===== src/rtl/music_pkg.sv =====
// Shared definitions for the sound blocks: sequencer state encoding, key-code helpers and
// the tone half-period table (C4..C5 at 50 MHz).
// No ports (package).
package music_pkg;

   typedef enum logic [2:0] {
      StIdle,
      StFetch,
      StWait,
      StLoad,
      StPlay,
      StGap,
      StEnds
   } state_e;

   // Wide enough for the lowest note (C4, 95556 cycles per half period).
   localparam int unsigned HALF_BITS = 17;
   localparam int unsigned REST_KEY  = 0;

   // End-of-score marker: all ones at the given key width, zero-extended to 16 bits.
   function automatic logic [15:0] end_key(input int unsigned key_bits);
      return 16'((32'd1 << key_bits) - 32'd1);
   endfunction

   // Half period in clock cycles for keys 1..8. The fast table (2*key+1) lets short
   // simulations see several toggles per note.
   function automatic logic [HALF_BITS-1:0] tone_half(input logic [7:0] key, input bit fast);
      if (fast) begin
         return HALF_BITS'({key, 1'b1});
      end
      case (key)
         8'd1:    return 17'd95556;  // C4
         8'd2:    return 17'd85131;  // D4
         8'd3:    return 17'd75843;  // E4
         8'd4:    return 17'd71586;  // F4
         8'd5:    return 17'd63776;  // G4
         8'd6:    return 17'd56818;  // A4
         8'd7:    return 17'd50619;  // B4
         8'd8:    return 17'd47778;  // C5
         default: return 17'd1;
      endcase
   endfunction

endpackage


===== src/rtl/score_player_seq_if.sv =====
// Bundle between the score player and its surroundings (buttons, score RAM, speaker pin).
//  play/stop/loop/start_addr : control from the button logic
//  mem_addr / mem_key/mem_time : synchronous score RAM read port (1-cycle latency)
//  speaker/busy/note_active/done : status and audio out
// master = controller + RAM side, slave = score_player_seq.
interface score_player_seq_if #(
   parameter int unsigned ADDR_BITS = 5,
   parameter int unsigned KEY_BITS  = 4,
   parameter int unsigned TIME_BITS = 4
);
   logic                 play;
   logic                 stop;
   logic                 loop;
   logic [ADDR_BITS-1:0] start_addr;
   logic [ADDR_BITS-1:0] mem_addr;
   logic [KEY_BITS-1:0]  mem_key;
   logic [TIME_BITS-1:0] mem_time;
   logic                 speaker;
   logic                 busy;
   logic                 note_active;
   logic                 done;

   modport master (
      output play, stop, loop, start_addr, mem_key, mem_time,
      input  mem_addr, speaker, busy, note_active, done
   );

   modport slave (
      input  play, stop, loop, start_addr, mem_key, mem_time,
      output mem_addr, speaker, busy, note_active, done
   );
endinterface


===== src/rtl/tone_gen.sv =====
// Square-wave tone generator: toggles the speaker flop every tone_half(key) enabled cycles.
//  i_clk, i_rst : clock, async active-high reset
//  i_en         : tone runs (note sounding); output forced low when clear
//  i_clr        : synchronous phase clear, so every note starts low
//  i_key        : key code selecting the half period
//  o_speaker    : square-wave output
module tone_gen import music_pkg::*; #(
   parameter int unsigned KEY_BITS   = 4,
   parameter bit          FAST_TONES = 1'b0
) (
   input  logic                i_clk,
   input  logic                i_rst,
   input  logic                i_en,
   input  logic                i_clr,
   input  logic [KEY_BITS-1:0] i_key,
   output logic                o_speaker
);

   logic [HALF_BITS-1:0] w_half;
   logic [HALF_BITS-1:0] r_ph;
   logic                 r_spk;

   assign w_half = tone_half(8'(i_key), FAST_TONES);

   always_ff @(posedge i_clk or posedge i_rst) begin
      if (i_rst) begin
         r_ph  <= '0;
         r_spk <= 1'b0;
      end else if (i_clr) begin
         r_ph  <= '0;
         r_spk <= 1'b0;
      end else if (i_en) begin
         if (r_ph >= w_half - HALF_BITS'(1)) begin
            r_ph  <= '0;
            r_spk <= ~r_spk;
         end else begin
            r_ph <= r_ph + HALF_BITS'(1);
         end
      end
   end

   // Gate with enable so the pin drops in the very cycle the note ends, is cut or reset.
   assign o_speaker = r_spk & i_en;

endmodule


===== src/rtl/score_player_seq.sv =====
// Score player: fetches (key, time) notes from an external synchronous score RAM and plays
// them as square-wave tones with tempo scaling, rests, articulation gaps, loop, retrigger
// and stop.
//  i_clk, i_rst : clock, async active-high reset
//  io_bus       : play/stop/loop/start_addr in, score RAM port, speaker/busy/note_active/done
module score_player_seq import music_pkg::*; #(
   parameter int unsigned ADDR_BITS  = 5,
   parameter int unsigned KEY_BITS   = 4,
   parameter int unsigned TIME_BITS  = 4,
   parameter int unsigned NUM_KEYS   = 8,
   parameter int unsigned TICK_DIV   = 12_500_000,
   parameter int unsigned GAP_CYC    = 500_000,   // must be >= 1
   parameter bit          FAST_TONES = 1'b0
) (
   input logic                i_clk,
   input logic                i_rst,
   score_player_seq_if.slave  io_bus
);

   localparam int unsigned DUR_BITS = TIME_BITS + $clog2(TICK_DIV) + 1;
   localparam int unsigned GAP_BITS = (GAP_CYC > 1) ? $clog2(GAP_CYC) : 1;

   state_e               r_state;
   logic [ADDR_BITS-1:0] r_addr;
   logic [ADDR_BITS-1:0] r_start;
   logic [KEY_BITS-1:0]  r_key;
   logic [DUR_BITS-1:0]  r_dur;
   logic [GAP_BITS-1:0]  r_gap;
   logic                 r_busy;
   logic                 r_note;
   logic                 r_done;

   logic                 w_key_end;
   logic                 w_key_tone;
   logic [DUR_BITS-1:0]  w_dur_load;
   logic                 w_tone_en;
   logic                 w_tone_clr;
   logic                 w_spk;

   assign w_key_end  = (16'(io_bus.mem_key) == end_key(KEY_BITS));
   // Out-of-table codes play as rests.
   assign w_key_tone = (io_bus.mem_key != KEY_BITS'(REST_KEY)) &&
                       (32'(io_bus.mem_key) <= NUM_KEYS);
   assign w_dur_load = DUR_BITS'(io_bus.mem_time) * DUR_BITS'(TICK_DIV) - DUR_BITS'(1);

   always_ff @(posedge i_clk or posedge i_rst) begin
      if (i_rst) begin
         r_state <= StIdle;
         r_addr  <= '0;
         r_start <= '0;
         r_key   <= '0;
         r_dur   <= '0;
         r_gap   <= '0;
         r_busy  <= 1'b0;
         r_note  <= 1'b0;
         r_done  <= 1'b0;
      end else begin
         r_done <= 1'b0;
         if (io_bus.stop && (r_state != StIdle)) begin
            r_state <= StIdle;
            r_busy  <= 1'b0;
            r_note  <= 1'b0;
         end else if (io_bus.play && !io_bus.stop) begin
            // Start from idle or retrigger: any note in progress is cut.
            r_start <= io_bus.start_addr;
            r_addr  <= io_bus.start_addr;
            r_busy  <= 1'b1;
            r_note  <= 1'b0;
            r_state <= StFetch;
         end else begin
            unique case (r_state)
               StIdle: ;
               StFetch: r_state <= StWait;
               StWait:  r_state <= StLoad;
               StLoad: begin
                  r_key <= io_bus.mem_key;
                  if (w_key_end) begin
                     r_done  <= 1'b1;
                     r_state <= StEnds;
                  end else if (io_bus.mem_time == '0) begin
                     r_addr  <= r_addr + ADDR_BITS'(1);
                     r_state <= StFetch;
                  end else begin
                     r_dur   <= w_dur_load;
                     r_note  <= w_key_tone;
                     r_state <= StPlay;
                  end
               end
               StPlay: begin
                  if (r_dur == '0) begin
                     r_note  <= 1'b0;
                     r_gap   <= GAP_BITS'(GAP_CYC - 1);
                     r_state <= StGap;
                  end else begin
                     r_dur <= r_dur - DUR_BITS'(1);
                  end
               end
               StGap: begin
                  if (r_gap == '0) begin
                     r_addr  <= r_addr + ADDR_BITS'(1);
                     r_state <= StFetch;
                  end else begin
                     r_gap <= r_gap - GAP_BITS'(1);
                  end
               end
               StEnds: begin
                  if (io_bus.loop) begin
                     r_addr  <= r_start;
                     r_state <= StFetch;
                  end else begin
                     r_busy  <= 1'b0;
                     r_state <= StIdle;
                  end
               end
               default: r_state <= StIdle;
            endcase
         end
      end
   end

   assign w_tone_en  = (r_state == StPlay) && r_note;
   assign w_tone_clr = (r_state == StLoad);

   tone_gen #(
      .KEY_BITS   (KEY_BITS),
      .FAST_TONES (FAST_TONES)
   ) u_tone (
      .i_clk     (i_clk),
      .i_rst     (i_rst),
      .i_en      (w_tone_en),
      .i_clr     (w_tone_clr),
      .i_key     (r_key),
      .o_speaker (w_spk)
   );

   assign io_bus.mem_addr    = r_addr;
   assign io_bus.speaker     = w_spk;
   assign io_bus.busy        = r_busy;
   assign io_bus.note_active = r_note;
   assign io_bus.done        = r_done;

endmodule


===== src/flat_wrapper.sv =====
// flat-port wrapper written by rule: the top's interface ports become plain ports
module score_player_seq_flat import music_pkg::*;
#(
   parameter int unsigned ADDR_BITS  = 5,
   parameter int unsigned KEY_BITS   = 4,
   parameter int unsigned TIME_BITS  = 4,
   parameter int unsigned NUM_KEYS   = 8,
   parameter int unsigned TICK_DIV   = 12_500_000,
   parameter int unsigned GAP_CYC    = 500_000,                  
   parameter bit          FAST_TONES = 1'b0
)
  (i_clk, i_rst, io_bus_play, io_bus_stop, io_bus_loop, io_bus_start_addr, io_bus_mem_key, io_bus_mem_time, io_bus_mem_addr, io_bus_speaker, io_bus_busy, io_bus_note_active, io_bus_done);
  score_player_seq_if #(.ADDR_BITS(ADDR_BITS), .KEY_BITS(KEY_BITS), .TIME_BITS(TIME_BITS)) io_bus_i ();
  input logic i_clk;
  input logic i_rst;
  input wire logic [$bits(io_bus_i.play)-1:0] io_bus_play;
  input wire logic [$bits(io_bus_i.stop)-1:0] io_bus_stop;
  input wire logic [$bits(io_bus_i.loop)-1:0] io_bus_loop;
  input wire logic [$bits(io_bus_i.start_addr)-1:0] io_bus_start_addr;
  input wire logic [$bits(io_bus_i.mem_key)-1:0] io_bus_mem_key;
  input wire logic [$bits(io_bus_i.mem_time)-1:0] io_bus_mem_time;
  output wire logic [$bits(io_bus_i.mem_addr)-1:0] io_bus_mem_addr;
  output wire logic [$bits(io_bus_i.speaker)-1:0] io_bus_speaker;
  output wire logic [$bits(io_bus_i.busy)-1:0] io_bus_busy;
  output wire logic [$bits(io_bus_i.note_active)-1:0] io_bus_note_active;
  output wire logic [$bits(io_bus_i.done)-1:0] io_bus_done;
  assign io_bus_i.play = io_bus_play;
  assign io_bus_i.stop = io_bus_stop;
  assign io_bus_i.loop = io_bus_loop;
  assign io_bus_i.start_addr = io_bus_start_addr;
  assign io_bus_i.mem_key = io_bus_mem_key;
  assign io_bus_i.mem_time = io_bus_mem_time;
  assign io_bus_mem_addr = io_bus_i.mem_addr;
  assign io_bus_speaker = io_bus_i.speaker;
  assign io_bus_busy = io_bus_i.busy;
  assign io_bus_note_active = io_bus_i.note_active;
  assign io_bus_done = io_bus_i.done;
  score_player_seq #(.ADDR_BITS(ADDR_BITS), .KEY_BITS(KEY_BITS), .TIME_BITS(TIME_BITS), .NUM_KEYS(NUM_KEYS), .TICK_DIV(TICK_DIV), .GAP_CYC(GAP_CYC), .FAST_TONES(FAST_TONES)) u_core (.i_clk(i_clk), .i_rst(i_rst), .io_bus(io_bus_i));
endmodule

===== config.mk =====
export PLATFORM = sky130hd
export DESIGN_NAME = score_player_seq_flat
export DESIGN_NICKNAME = d
export VERILOG_FILES = /design/src/rtl/music_pkg.sv /design/src/rtl/score_player_seq_if.sv /design/src/rtl/tone_gen.sv /design/src/rtl/score_player_seq.sv /design/src/flat_wrapper.sv
export SDC_FILE = /design/constraint.sdc
export NUM_CORES = 1
export LEC_CHECK = 0
export BUFFER_PORTS_ARGS = -buffer_cell sky130_fd_sc_hd__buf_2
export CAP_MARGIN = 20
export CORE_MARGIN = 8
export CORE_UTILIZATION = 30
export CTS_BUF_LIST = sky130_fd_sc_hd__clkbuf_4 sky130_fd_sc_hd__clkbuf_8
export CTS_CLUSTER_DIAMETER = 50
export CTS_CLUSTER_SIZE = 8
export DETAILED_ROUTE_END_ITERATION = 12
export GPL_ROUTABILITY_DRIVEN = 0
export PLACE_DENSITY_LB_ADDON = 0.1
export SYNTH_ARGS = -nofsm -noshare
export SYNTH_HDL_FRONTEND = slang
export SYNTH_SLANG_ARGS = --single-unit

===== constraint.sdc =====
create_clock -name i_clk -period 10.59 [get_ports i_clk]
set_input_delay 1.059 -clock i_clk [delete_from_list [all_inputs] [get_ports i_clk]]
set_output_delay 1.059 -clock i_clk [all_outputs]
set_load 0.03 [all_outputs]

==> results.toml, run 1 <==
[setup_path]
worstPathMaxFanout = 10
max_stage_delay_ns = 0.64
cp_common_cell = "ha_1"
slowest_stage = "a21oi_1"
cp-end-kind = "register"
endpoint = "u_core.u_tone.r_spk"
cp_cell_sequence = "inv_1 > ha_1 > nand2_1 > a21oi_1 > or2_2 > inv_1 > ha_1 > o21ai_1 > or3_1 > nor3_1 > nor3_1 > ha_1 > nand4_1 > a2111oi_0 > o2111ai_1 > a21oi_1 > mux2i_1"
rr_startpoint = "u_core.r_key[0]"
cp-startpoint = "u_core.r_key[0]"
r2r_end = "u_core.u_tone.r_spk"
critPathKind = "reg -> reg"
cp-start-kind = "register"
path_delay_family = "compound AO/OA/AOI/OAI gates"
r2r_slack_ns = 5.71
r2r_cells = 17
cp_num_buf_inv = 2
cp.arrival_ns = 5.10
crit_required_ns = 10.81
path_depth = 17

[global_route]
grt_overflow = 0
met2_usage_pct = 21.8
track_usage_pct = 13.3
grt_pass1_wl_um = 30800
grt_max_degree = 58
grt_pass1_vias = 5925
grt_busiest_layer = "met2"
grt_use_met1_pct = 17.9
antenna_found_initial = 0
gr-usage-met3_pct = 2.02

[synth]
synth_nets = 919
ys_seq_elements = 86
synth_area_leader_cell = "dfrtp_1"
yosys-top-cells-area = "dfrtp_1 (31%), ha_1 (9.8%), nor2_1 (5.1%), nand2_1 (4.9%), a21oi_1 (4.2%)"
synth_seq_area_share_pct = 31.3
avgSynthCellArea_um2 = 8.20
ys_types = 68
synth_edf_count = 0
async_reset_ff_share_pct = 100
synthCells = 839
netlist.area_leader.share_pct = 31.3
syn_area_um2 = 6880
synth_flop_cell = "dfrtp_1"
yosys_warnings = 0

[clock_tree]
clk_path_buf_depth = 2
cts_tree = "built"
cts.sinks = 86
cts_setup_buffers = 0
clk_latency_ns = 0.38
cts.clk_slew.worst_paths_ns = 0.09
htree_levels = 3
numCtsBuffers = 9
cts_resized = 0
cts_root_buffer = "clkbuf_8"
postCtsHoldBufs = 0

[placed_design]
hpwlAfterDp_um = 13800
portBuffers = 26
dp_cells = 1126

[pwr]
total_power_w = 0.00155
power-per-cell-area_nw_per_um2 = 206
p_leak_nw = 3.33
peakVddDrop_mv = 0.0629

[floorplan]
coreArea_um2 = 22600
floorplan.io_pins = 27
rows = 55
initial_core_util_pct = 30.5
die_area_um2 = 28000
dieHeight_um = 167
dieWidth_um = 167

[layout]
syn_to_final_growth_pct = 8.96
diodes = 0
fin_nets = 932
drive_gt1_share_pct = 8.29
final_cells = 1141

[sta]
fin_crit_ns = 4.88
whs_ns = 0.489
fin_tns_setup_ns = 0
finalSetupViolCount = 0
fin_crit_sh_pct = 46.0
slew_violations = 0
max_freq_mhz = 205
relSlewSlack_pct = 40.2
tightest_slew_ns = 0.896
clock_skew_ns = 0.0209
hold_violations = 0
rsz0062_at_grt = "false"

[outcome]
run_status = "finished, final reports clean"

[route]
routed_via_density = 5.26
route.detailed.drc = 0
drtPass1Iterations = 5
wl_um = 18300
first_iter_violations = 327
ant_nets = 0
wire_per_inst_um = 16.0
vias = 6007

[job]
maxCapViolations = 0

[worst_hold_path]
hold_class = "reg -> reg"
==> cell type report <==
class,count,area (um2)
clock buffer,11,139
tap,285,357
timing repair buffer,30,160
clock inverter,4,56.3
sequential,86,2150
inverter,29,110
fill,2433,15100
multi-input combinational,696,4520
==> worst min path at each step <==
stage / startpoint / endpoint / cells past startpoint
after CTS: u_core.r_start[2] / u_core.r_start[2] / 2
after global placement: u_core.r_start[3] / u_core.r_start[3] / 2
after detailed placement: u_core.r_start[2] / u_core.r_start[2] / 2
final: u_core.r_start[2] / u_core.r_start[2] / 2
after global routing: u_core.r_start[3] / u_core.r_start[3] / 2
after floorplan: u_core.r_start[2] / u_core.r_start[2] / 2
==> synth_stat cells, drive strengths merged, types with 9 or more instances <==
cell type	number
nand3b	9
a22oi	9
o21ai	74
dfrtp	86
nor4	16
nor2	94
xnor2	30
nor3	36
xor2	26
and3	12
or3	10
a21o	12
nand3	31
ha	54
nand2b	16
nand2	90
nand4	11
inv	29
clkbuf	25
a31oi	12
o21a	9
a21oi	59
==> worst reg2reg max path, cell delays in order (launching register included) <==
cell and delay [ns]:
dfrtp_1 0.46, inv_1 0.16, ha_1 0.28, nand2_1 0.14
a21oi_1 0.10, or2_2 0.35, inv_1 0.06, ha_1 0.20
o21ai_1 0.15, or3_1 0.42, nor3_1 0.37, nor3_1 0.10
ha_1 0.30, nand4_1 0.14, a2111oi_0 0.48, o2111ai_1 0.21
a21oi_1 0.64, mux2i_1 0.16
==> state kept, by name (all words and copies together), names as in the netlist <==
signal	flops
u_core.io_bus.mem_addr	5
u_core.io_bus.done	1
u_core.u_tone.r_spk	1
u_core.r_dur	29
u_core.io_bus.note_active	1
u_core.r_start	5
u_core.r_gap	19
u_core.u_tone.r_ph	17
u_core.r_key	4
u_core.r_state	3
u_core.io_bus.busy	1
==> placed cells by master (no fill, tap or decap), types with 12 or more instances in the layout <==
| cell | n |
|---|---|
| a21o_1 | 12 |
| nor2_1 | 93 |
| nand2b_1 | 15 |
| nor4_1 | 13 |
| xnor2_1 | 30 |
| nand3_1 | 31 |
| dfrtp_1 | 86 |
| buf_2 | 26 |
| and3_1 | 12 |
| inv_1 | 26 |
| o21ai_1 | 33 |
| a21oi_1 | 58 |
| ha_1 | 54 |
| nand2_1 | 90 |
| xor2_1 | 26 |
| o21ai_0 | 41 |
| nor3_1 | 33 |
==> cells by family after synthesis <==
logic type / Yosys count / share of synthesized area (%)
fa+ha+maj: 62 / 12.1
compound gates: 217 / 19.2
simple gates: 349 / 25.3
flops: 86 / 31.3
xor+xnor: 56 / 7.13
buf+inv: 57 / 3.11
mux: 12 / 1.82
==> metal layers <==
| metal | vias up | routed length (um) | part of all wire [%] |
|---|---|---|---|
| met5 | - | 0 | 0 |
| met1 | 2881 | 9090 | 50 |
| met2 | 80 | 8330 | 46 |
| met4 | 0 | 272 | 1.5 |
| met3 | 17 | 567 | 3.1 |
| li1 | 3029 | - | - |
==> power breakdown <==
group	switching, W	total [W]	internal [W]
Combinational	0.000468	0.000796	0.000328
Sequential	0.000106	0.000511	0.000405
Clock	0.000127	0.000242	0.000115
Total	0.000701	0.00155	0.000848
==> per-stage QoR <==
step	area [um2]	worst slack [ns]	utilization, %
final	7500	5.71	33.2
after global routing	7500	5.12	33.2
after CTS	7500	5.66	33.2
after detailed placement	7300	5.66	32.4
after global placement	7300	5.68	32.4
after floorplan	6880	6.29	-
Power figures use the tool's default switching activity.
==> run 2, diff against run 1 <==
Clock period 10.59 ns to 3.95 ns, I/O delays scaled along.
==> results.toml, run 2 (synthesis gave the netlist of run 1 again) <==
[outcome]
run_status = "finished, final reports clean"

[clock_tree]
clk_path_buf_depth = 2
cts_root_buffer = "clkbuf_8"
postCtsHoldBufs = 0
cts_tree = "built"
cts.clk_slew.worst_paths_ns = 0.11
htree_levels = 3
clk_latency_ns = 0.38
cts.sinks = 86
numCtsBuffers = 9

[layout]
final_util_pct = 35.4
largestRegisters = "u_core.r_dur: 29 flops, u_core.r_gap: 19 flops, u_core.u_tone.r_ph: 17 flops"
fillCellCount = 2437
fin_nets = 985
final_common_cell = "nor2_1"
final_cells = 1194
drive_gt1_share_pct = 15.7
fin_area_um2 = 8000
largest_register_ffs = 29
regMostFlops = "u_core.r_dur"
mostFrequentLayoutCells = "nor2_1 (92), nand2_1 (89), dfrtp_1 (86)"
diodes = 0
syn_to_final_growth_pct = 16.2

[setup_path]
cp_cell_sequence = "buf_4 > ha_2 > buf_4 > or3_1 > o21ai_2 > o21ai_2 > or3_4 > nor3_4 > nor3_1 > ha_1 > nand4_1 > a2111oi_2 > o2111ai_2 > nand3_2 > buf_4 > nor4_2 > a21o_1"
cp-end-kind = "register"
cp-start-kind = "register"
path_delay_family = "simple AND/OR/NAND/NOR gates"
crit_required_ns = 4.21
cp_num_buf_inv = 3
slowest_stage = "a2111oi_2"
r2r_cells = 17
r2r_end = "u_core.u_tone.r_ph[5]"
cp.arrival_ns = 4.02
cp_common_cell = "buf_4"
critPathKind = "reg -> reg"
worstPathMaxFanout = 6
rr_startpoint = "u_core.r_key[0]"
r2r_slack_ns = 0.19
path_depth = 17
max_stage_delay_ns = 0.43

[floorplan]
dieHeight_um = 167
floorplan.io_pins = 27
rows = 55
coreArea_um2 = 22600
dieWidth_um = 167
die_area_um2 = 28000
initial_core_util_pct = 30.5

[route]
ant_nets = 0
wl_um = 18800
wire_per_inst_um = 15.7
vias = 6115
routed_via_density = 5.12
drtPass1Iterations = 5
first_iter_violations = 366
route.detailed.drc = 0

[global_route]
grt_pass1_wl_um = 32000
antenna_found_initial = 0
grt_busiest_layer = "met2"
gr-usage-met3_pct = 1.79
grt_overflow = 0
track_usage_pct = 13.8
grt_use_met1_pct = 18.3
met2_usage_pct = 23.2
grt_pass1_vias = 6122
grt_max_degree = 72

[pwr]
p_leak_nw = 3.59
peakVddDrop_mv = 0.170
power-per-cell-area_nw_per_um2 = 570
total_power_w = 0.00456

[sta]
clock_skew_ns = 0.0210
finalSetupViolCount = 0
fin_crit_ns = 3.76
hold_violations = 0
relSlewSlack_pct = 39.1
fin_crit_sh_pct = 95.2
slew_violations = 0
tightest_slew_ns = 0.913
max_freq_mhz = 266

[placed_design]
portBuffers = 26
dpl-instance-area_um2 = 7710
hpwlAfterDp_um = 14800
dp_cells = 1177

[job]
maxCapViolations = 0

[worst_hold_path]
hold_class = "in -> async"
-- run 2: cell types whose count changed in the layout (fill, tap and decap cells not counted), sizes merged --
| cell | delta |
|---|---|
| buf | +53 |
| clkbuf | -2 |
| clkinv | -2 |
| clkinvlp | +2 |
| inv | +2 |
-- run 2: stage by stage --
stage / TNS (ns) / hold slack [ns] / setup WS [ns]
2_1_floorplan: 0 / 0.441 / 0.0133
3_3_place_gp: -0.156 / 0.460 / -0.0841
3_5_place_dp: -0.0574 / 0.464 / -0.0444
4_1_cts: 0 / 0.209 / 0.0301
5_1_grt: -0.0492 / 0.218 / -0.0261
6_report: 0 / 0.216 / 0.192
-- run 2: report_power, final --
group	internal [W]	total [W]	switching [W]
sequential	0.00109	0.00132	0.000229
combinational	0.00116	0.00259	0.00143
clock	0.000295	0.000656	0.000361
total	0.00254	0.00456	0.00202
-- run 2: repair_timing --
item,4_1_cts,5_1_grt
endpoints found under the setup margin,0,17
hold endpoints to repair,0,0
resized for setup,0,22
setup buffers,0,2
-- run 2: how the worst max path moves through the flow --
stage | start | to | slack [ns]
after floorplan | u_core.r_key[0] | u_core.u_tone.r_ph[4] | 0.01
after global placement | io_bus_mem_time[1] | u_core.r_dur[25] | -0.08
after detailed placement | io_bus_mem_time[1] | u_core.r_dur[25] | -0.04
after CTS | u_core.r_key[0] | u_core.u_tone.r_ph[4] | 0.03
after global routing | u_core.r_key[0] | u_core.u_tone.r_ph[5] | -0.03
final | u_core.r_key[0] | u_core.u_tone.r_ph[5] | 0.19
-- run 2: area by class of cell --
cell class	count	area (um2)	area share (%)
multi-input combinational	696	4610	57.7
timing repair buffer	83	571	7.13
inverter	29	111	1.39
sequential	86	2150	26.9
clock inverter	6	71.3	0.892
clock buffer	9	124	1.55
tap	285	357	4.46
-- run 2: worst register-to-register path, delay by kind of cell (launching register included) --
kind                       cells  cell delay (ns)
adders and majority gates      2             0.48
DFF                            1             0.39
buffers and inverters          3             0.44
and+or+nand+nor                7             1.38
AOI/OAI and AO/OA              5             0.95
-- run 2: routing by layer --
metal | up-vias | routed length, um
li1 | 3146 | -
met2 | 56 | 8910
met4 | 0 | 284
met1 | 2895 | 9300
met5 | - | 0
met3 | 18 | 282
